**config.mk**
```make
export PLATFORM = sky130hd
export DESIGN_NAME = line_normalizer
export DESIGN_NICKNAME = d
export VERILOG_FILES = /design/src/rtl/line_normalizer.sv
export SDC_FILE = /design/constraint.sdc
export NUM_CORES = 1
export LEC_CHECK = 0
export ABC_CLOCK_PERIOD_IN_PS = 2500
export CAP_MARGIN = 20
export CORE_MARGIN = 4
export CORE_UTILIZATION = 31
export DETAILED_ROUTE_END_ITERATION = 8
export GPL_TIMING_DRIVEN = 0
export PLACE_DENSITY = 0.56
export SETUP_SLACK_MARGIN = 0.15
export SLEW_MARGIN = 20
export SYNTH_ARGS = -nofsm -noshare
export SYNTH_HDL_FRONTEND = slang
export SYNTH_SLANG_ARGS = --single-unit
```
**constraint.sdc**
```tcl
create_clock -name clk -period 2.5 [get_ports clk]
set_clock_uncertainty 0.05 [all_clocks]
set_input_delay 0.25 -clock clk [delete_from_list [all_inputs] [get_ports clk]]
set_output_delay 0.25 -clock clk [all_outputs]
set_load 0.01 [all_outputs]
```
**src/rtl/line_normalizer.sv**
```systemverilog
// line_normalizer: forces every active video line to exactly H_DISP pixels.
// Short lines are padded with fill_color right behind the real pixels, long
// lines are optionally cropped, and per-line status pulses plus a per-frame
// line counter are reported. With EN low the block is a plain registered bypass.
module line_normalizer #(
   parameter int DATA_W = 24,
   parameter int H_DISP = 1280,
   parameter int CNT_W  = 12,
   parameter int LCNT_W = 11
) (
   input  logic              clk,
   input  logic              rst_n,
   input  logic              EN,
   input  logic              CROP_EN,
   input  logic [DATA_W-1:0] fill_color,
   input  logic              pre_vs,
   input  logic              pre_de,
   input  logic [DATA_W-1:0] pre_data,
   output logic              post_vs,
   output logic              post_de,
   output logic [DATA_W-1:0] post_data,
   output logic [LCNT_W-1:0] line_cnt,
   output logic              short_pls,
   output logic              long_pls,
   output logic              ovr_pls
);

   localparam logic [1:0] IDLE = 2'd0;
   localparam logic [1:0] RECV = 2'd1;
   localparam logic [1:0] FILL = 2'd2;
   localparam logic [1:0] DROP = 2'd3;

   // Line length target, kept at counter width so compares never widen.
   localparam logic [CNT_W-1:0] H_LAST = CNT_W'(H_DISP);
   // A one-pixel line is already complete after its first pixel.
   localparam logic [1:0] FIRST_NEXT = (H_DISP == 1) ? DROP : RECV;

   logic [1:0]        state_q, state_d;
   logic [CNT_W-1:0]  cnt_q, cnt_d;
   logic [LCNT_W-1:0] line_cnt_q, line_cnt_d;
   logic              long_seen_q, long_seen_d;
   logic              vs_q, vs_d;
   logic              de_q, de_d;
   logic [DATA_W-1:0] data_q, data_d;
   logic              short_q, short_d;
   logic              long_q, long_d;
   logic              ovr_q, ovr_d;

   logic [CNT_W-1:0]  cnt_inc;
   logic [LCNT_W-1:0] line_cnt_inc;

   assign cnt_inc      = cnt_q + CNT_W'(1);
   // Line counter saturates at all-ones rather than wrapping.
   assign line_cnt_inc = (line_cnt_q == '1) ? line_cnt_q : line_cnt_q + LCNT_W'(1);

   // Next-state and next-output computation for the line state machine.
   always_comb begin
      state_d     = state_q;
      cnt_d       = cnt_q;
      line_cnt_d  = line_cnt_q;
      long_seen_d = long_seen_q;
      vs_d        = pre_vs;
      de_d        = 1'b0;
      data_d      = '0;
      short_d     = 1'b0;
      long_d      = 1'b0;
      ovr_d       = 1'b0;

      if (!EN) begin
         // Bypass: data is still zeroed outside active video.
         de_d    = pre_de;
         data_d  = pre_de ? pre_data : '0;
         state_d = IDLE;
      end else if (pre_vs) begin
         // Frame start wins over everything, including an unfinished fill.
         state_d    = IDLE;
         cnt_d      = '0;
         line_cnt_d = '0;
      end else begin
         case (state_q)
            IDLE: begin
               if (pre_de) begin
                  de_d        = 1'b1;
                  data_d      = pre_data;
                  cnt_d       = CNT_W'(1);
                  line_cnt_d  = line_cnt_inc;
                  long_seen_d = 1'b0;
                  state_d     = FIRST_NEXT;
               end
            end
            RECV: begin
               de_d  = 1'b1;
               cnt_d = cnt_inc;
               if (pre_de) begin
                  data_d = pre_data;
                  if (cnt_inc == H_LAST) state_d = DROP;
               end else begin
                  // Line ended early: start padding this very cycle.
                  data_d  = fill_color;
                  short_d = 1'b1;
                  state_d = (cnt_inc == H_LAST) ? IDLE : FILL;
               end
            end
            FILL: begin
               de_d = 1'b1;
               if (pre_de) begin
                  // New line arrived before padding finished: abandon the pad.
                  ovr_d      = 1'b1;
                  data_d     = pre_data;
                  cnt_d      = CNT_W'(1);
                  line_cnt_d = line_cnt_inc;
                  state_d    = FIRST_NEXT;
               end else begin
                  data_d = fill_color;
                  cnt_d  = cnt_inc;
                  if (cnt_inc == H_LAST) state_d = IDLE;
               end
            end
            default: begin // DROP
               if (pre_de) begin
                  long_seen_d = 1'b1;
                  long_d      = !long_seen_q;
                  if (!CROP_EN) begin
                     de_d   = 1'b1;
                     data_d = pre_data;
                  end
               end else begin
                  state_d = IDLE;
               end
            end
         endcase
      end
   end

   // State and registered outputs; asynchronous reset clears everything.
   always_ff @(posedge clk or negedge rst_n) begin
      if (!rst_n) begin
         state_q     <= IDLE;
         cnt_q       <= '0;
         line_cnt_q  <= '0;
         long_seen_q <= 1'b0;
         vs_q        <= 1'b0;
         de_q        <= 1'b0;
         data_q      <= '0;
         short_q     <= 1'b0;
         long_q      <= 1'b0;
         ovr_q       <= 1'b0;
      end else begin
         state_q     <= state_d;
         cnt_q       <= cnt_d;
         line_cnt_q  <= line_cnt_d;
         long_seen_q <= long_seen_d;
         vs_q        <= vs_d;
         de_q        <= de_d;
         data_q      <= data_d;
         short_q     <= short_d;
         long_q      <= long_d;
         ovr_q       <= ovr_d;
      end
   end

   assign post_vs   = vs_q;
   assign post_de   = de_q;
   assign post_data = data_q;
   assign line_cnt  = line_cnt_q;
   assign short_pls = short_q;
   assign long_pls  = long_q;
   assign ovr_pls   = ovr_q;

endmodule

```
Yosys cells after proc, flatten, opt, wreduce, memory -nomap -nowiden
Cells that the tools add are included.
- output and inout bits: 40
- input port bits: 54
- logic and storage cells: 81
- register bits after elaboration: 55
- equality and inequality tests: 10
- reduce and logical (&&, ||, !) cells: 12
- muxes and demuxes: 45
- add/subtract/negate cells: 2
- bitwise gates (word level): 2
- operator list (kind ; number):
    $mux 24 ; 6
    $pmux 24 s2 ; 1
    $mux 11 ; 4
    $mux 12 ; 3
    $pmux 12 s3 ; 1
    $mux 1 ; 18
    $mux 2 ; 9
    $add 12x1->12 const B ; 1
    $eq 12x11->1 const B ; 1
    $reduce_and 4->1 ; 3
    $add 11x1->11 const B ; 1
    $eq 11x11->1 const B ; 1
    $ne 5x5->1 const B ; 2
    $ne 6x3->1 const B ; 1
    $pmux 2 s3 ; 1
    $ne 4x4->1 const B ; 1
    $pmux 1 s2 ; 2
    $reduce_bool 2->1 ; 2
    $reduce_bool 4->1 ; 1
    $reduce_or 2->1 ; 2
    $ne 3x3->1 const B ; 1
    $reduce_and 3->1 ; 1
    $reduce_or 3->1 ; 1
    $eq 2x1->1 const B ; 1
    other kinds (5) ; 6

Longest topological paths before layout
- word-level depth: 7
- depth in mapped cells: 8
- depth with buffers taken out: 7

Worst setup path after synthesis
No wires, ideal clock.
- kind: reg-to-reg
- start point: reg state_q[0]
- end point: reg cnt_q[6]
- path slack: 0.491 ns
- period minus slack after synthesis: 2.009 ns
- data required time: 2.374 ns
- library setup time: 0.076 ns
- arrival time: 1.883 ns
- stages on the path, launching flop included: 8
- path buffers: 0
- cells stage by stage: dfrtp_1 inv_1 ha_1 nor2b_1 o21ai_2 or3b_1 or3_1 o21ai_1
- longest elaborated chain between the ends: 3
- elaborated cells between the ends (all ways): 8
- those cells by class: 3 x eq/ne; 2 x mux; 3 x reduce/logical
- ends and longest elaborated chain (what ; line ; text):
    start: declaration ; 38 ; logic [1:0] state_q, state_d;
    start signal: assignment ; 149 ; state_q <= state_d;
    $eq 2x2->1 (tied with other cells) ; 80 ; case (state_q)
    $pmux 12 s3 (tied with other cells) ; 80 ;
    $mux 12 or $reduce_and 3->1 (tied branches) ; n/a ;
    end signal: assignment ; 150 ; cnt_q <= cnt_d;
    end: declaration ; 39 ; logic [CNT_W-1:0] cnt_q, cnt_d;
Several ways; a longest one is shown, not always the timed one.
A chain may end at the register's enable or synchronous reset.

Final worst setup path
- start point: reg state_q[1]
- end point: reg cnt_q[6]
The elaborated chain is that of the path after synthesis.

==> reports/qor.csv <==
stage,metric,value,unit
status,status,"finished, final reports clean",
timing,layout_min_cycle_time,2250,ps
logic_synthesis,netlist_instances,323,
critical_path,reg2reg_slack,250,ps
place,dp_hpwl,6110,µm
critical_path,worst_ep_required_time,2690,ps
power,p_total,2.11,mW
die,die_w,106,µm
global_route,gr-usage-met2,23.1,%
die,die_area,11200,µm²
place,gp_congestion,0.814,
clock_tree,clock_latency,310,ps
die,initial_core_util,32.0,%
power,ir_drop,0.356,mV
logic_synthesis,ys_types,58,
die,die_y,106,µm
critical_path,ff2ff_path_depth,7,
finish,drive_above_1_share,7.26,%
finish,final_common_cell,clkdlybuf4s50_1,
global_route,busiest_layer,met2,
finish,diodes,0,
global_route,track_usage,15.2,%
routing,ant_nets,0,
timing,slew_violations,0,
global_route,grt_pass1_wl,13900,µm
die,core-area,9240,µm²
power,power_density,497,nW/µm²
critical_path,path_class,register to register,
flow_run,cap_violations,0,
critical_path,endpoint_kind,register,
finish,nets,487,
routing,wire_per_inst,14.9,µm
clock_tree,ctsHtreeMaxLevel,2,
die,core.rowCount,35,
routing,route.vias.total,2777,
clock_tree,cts_buffers,5,
clock_tree,clk_path_buf_depth,2,
clock_tree,clk_transition_reported_paths,100,ps
logic_synthesis,synth-edff-count,0,
global_route,use_met3,7.59,%
routing,drt_iter0_drc,56,
place,dpl_cell_area,4070,µm²
worst_hold_path,hold_path.class,primary input to asynchronous set/reset pin,
routing,drc,0,
logic_synthesis,synth_fp_nets,384,
logic_synthesis,synth_ff_type,dfrtp_1,
timing,fin_ws,249,ps
finish,seq_area,1380,µm²
logic_synthesis,syn_avg_cell_area,9.15,µm²
global_route,use_met1,19.4,%
timing,worst_pin_slew,514,ps
timing,hold_viol_final,0,
timing,timing.final.crit_share,90.0,%
place,place_ws,-18.6,ps
place,portBuffers,93,
critical_path,startpoint_type,register,
global_route,grt_pass1_vias,2750,
critical_path,crit_fanout,8,
finish,multiInputGateArea,1500,µm²
finish,finalInstanceArea,4250,µm²
timing,setup_viol,0,
clock_tree,cts_tree,yes,
critical_path,arrival,2440,ps
global_route,grt_max_degree,55,
timing,clock.fmax,444,MHz
finish,syn2layout_area_growth,43.9,%
power,leakagePower,1.72,nW
logic_synthesis,ys_async_sr_fraction,100,%
routing,firstDrtPassIters,4,
logic_synthesis,synth_area,2960,µm²
logic_synthesis,yosysWarnings,0,
finish,n_fill_cell,919,
timing,max_slew_margin,65.6,%
timing,rsz0062_at_grt,true,
logic_synthesis,ys_ff_latch,55,
global_route,antenna_found_initial,0,
routing,drt-total-wl,8280,µm
clock_tree,cts.sinks,55,
global_route,grt_overflow,0,
clock_tree,root_buffer,clkbuf_8,
routing,viasPerCell,4.99,
finish,mostFrequentLayoutCells,"92 x clkdlybuf4s50_1, 55 x dfrtp_1, 45 x nand2_1",
logic_synthesis,ys_seq_area_share,46.6,%
timing,tns,0,ps
die,io_pins,94,
## registers in the layout (all words and copies together) (netlist names)
| register | cells |
|---|---|
| post_vs | 1 |
| short_pls | 1 |
| long_pls | 1 |
| post_de | 1 |
| long_seen_q | 1 |
| state_q | 2 |
| post_data | 24 |
| cnt_q | 12 |
| ovr_pls | 1 |
| line_cnt | 11 |
## cell families after synthesis
kind of cell	count (synthesis)	synth area share, %
simple gates	132	23.0
xor+xnor	2	0.593
compound gates	94	21.3
mux	5	1.86
fa+ha+maj	7	2.96
buf+inv	28	3.64
flops	55	46.6
## per-stage QoR
step                hold slack, ps  utilization (%)  cells
floorplan                    -95.6                -    323
global route                   211             46.0    556
CTS                            193             45.6    555
global placement               370             43.8    545
finish                         203             46.0    556
detailed placement          -0.971             44.1    546
## cell usage after synthesis, types with 3 or more instances
master	count	area share, %
nor3_1	9	1.5
nor3b_1	3	0.76
dfrtp_1	55	47
nand3_1	34	5.8
nand4_1	3	0.64
inv_1	12	1.5
mux2i_1	4	1.4
a21oi_1	37	6.3
clkbuf_1	13	1.7
o21ai_1	3	0.51
nand2_1	45	5.7
o22ai_1	3	0.64
or3_1	4	0.85
o2bb2ai_1	5	1.5
nor2b_1	4	0.85
ha_1	7	3.0
o211ai_1	8	2.0
a31oi_1	3	0.64
o21ai_0	13	2.2
a22o_1	3	0.89
nor2_1	13	1.7
## report_power, final
group,switching (mW),internal (mW)
clock,0.309,0.401
combinational,0.208,0.221
sequential,0.0380,0.937
## area by class of cell
| class | instances | area share (%) |
|---|---|---|
| plain buffers | 16 | 1.47 |
| inverters | 12 | 1.06 |
| well taps | 129 | 3.79 |
| clock buffers | 6 | 1.71 |
| multi-input cells | 240 | 35.3 |
| flip-flops and latches | 55 | 32.4 |
| clock inverters | 2 | 1.41 |
| repair buffers | 96 | 22.9 |
## worst max-delay path, stage by stage, from the launching register on
cell and delay (ps):
dfrtp_1 420, inv_1 130, ha_1 310, nor3_1 140, o21ai_4 250, or3b_4 460
or3_1 350, o21ai_1 70
## final timing paths
kind | from | to
setup reg to reg | state_q[1] | cnt_q[6]
hold / removal | rst_n | post_data[18]
hold reg to reg | long_seen_q | long_pls
setup / recovery | state_q[1] | cnt_q[6]
max in group asynchronous | rst_n | cnt_q[9]
min in group clk | long_seen_q | long_pls
## repair_timing
item / CTS / global route
pin swaps: 1 / 2
setup endpoints to repair: 2 / 30
resized for setup: 1 / 5
endpoints found under the hold margin: 55 / 0
setup buffers: 0 / 1
hold buffers: 1 / 0
## routing by layer
layer / vias up / wire length (µm) / share of wire [%]
met3: 10 / 969 / 12
met2: 95 / 3450 / 42
met1: 1297 / 3750 / 45
met4: 0 / 116 / 1.4
met5: - / 0 / 0
li1: 1375 / - / -
Note: power is estimated with default switching activity, not from simulation.
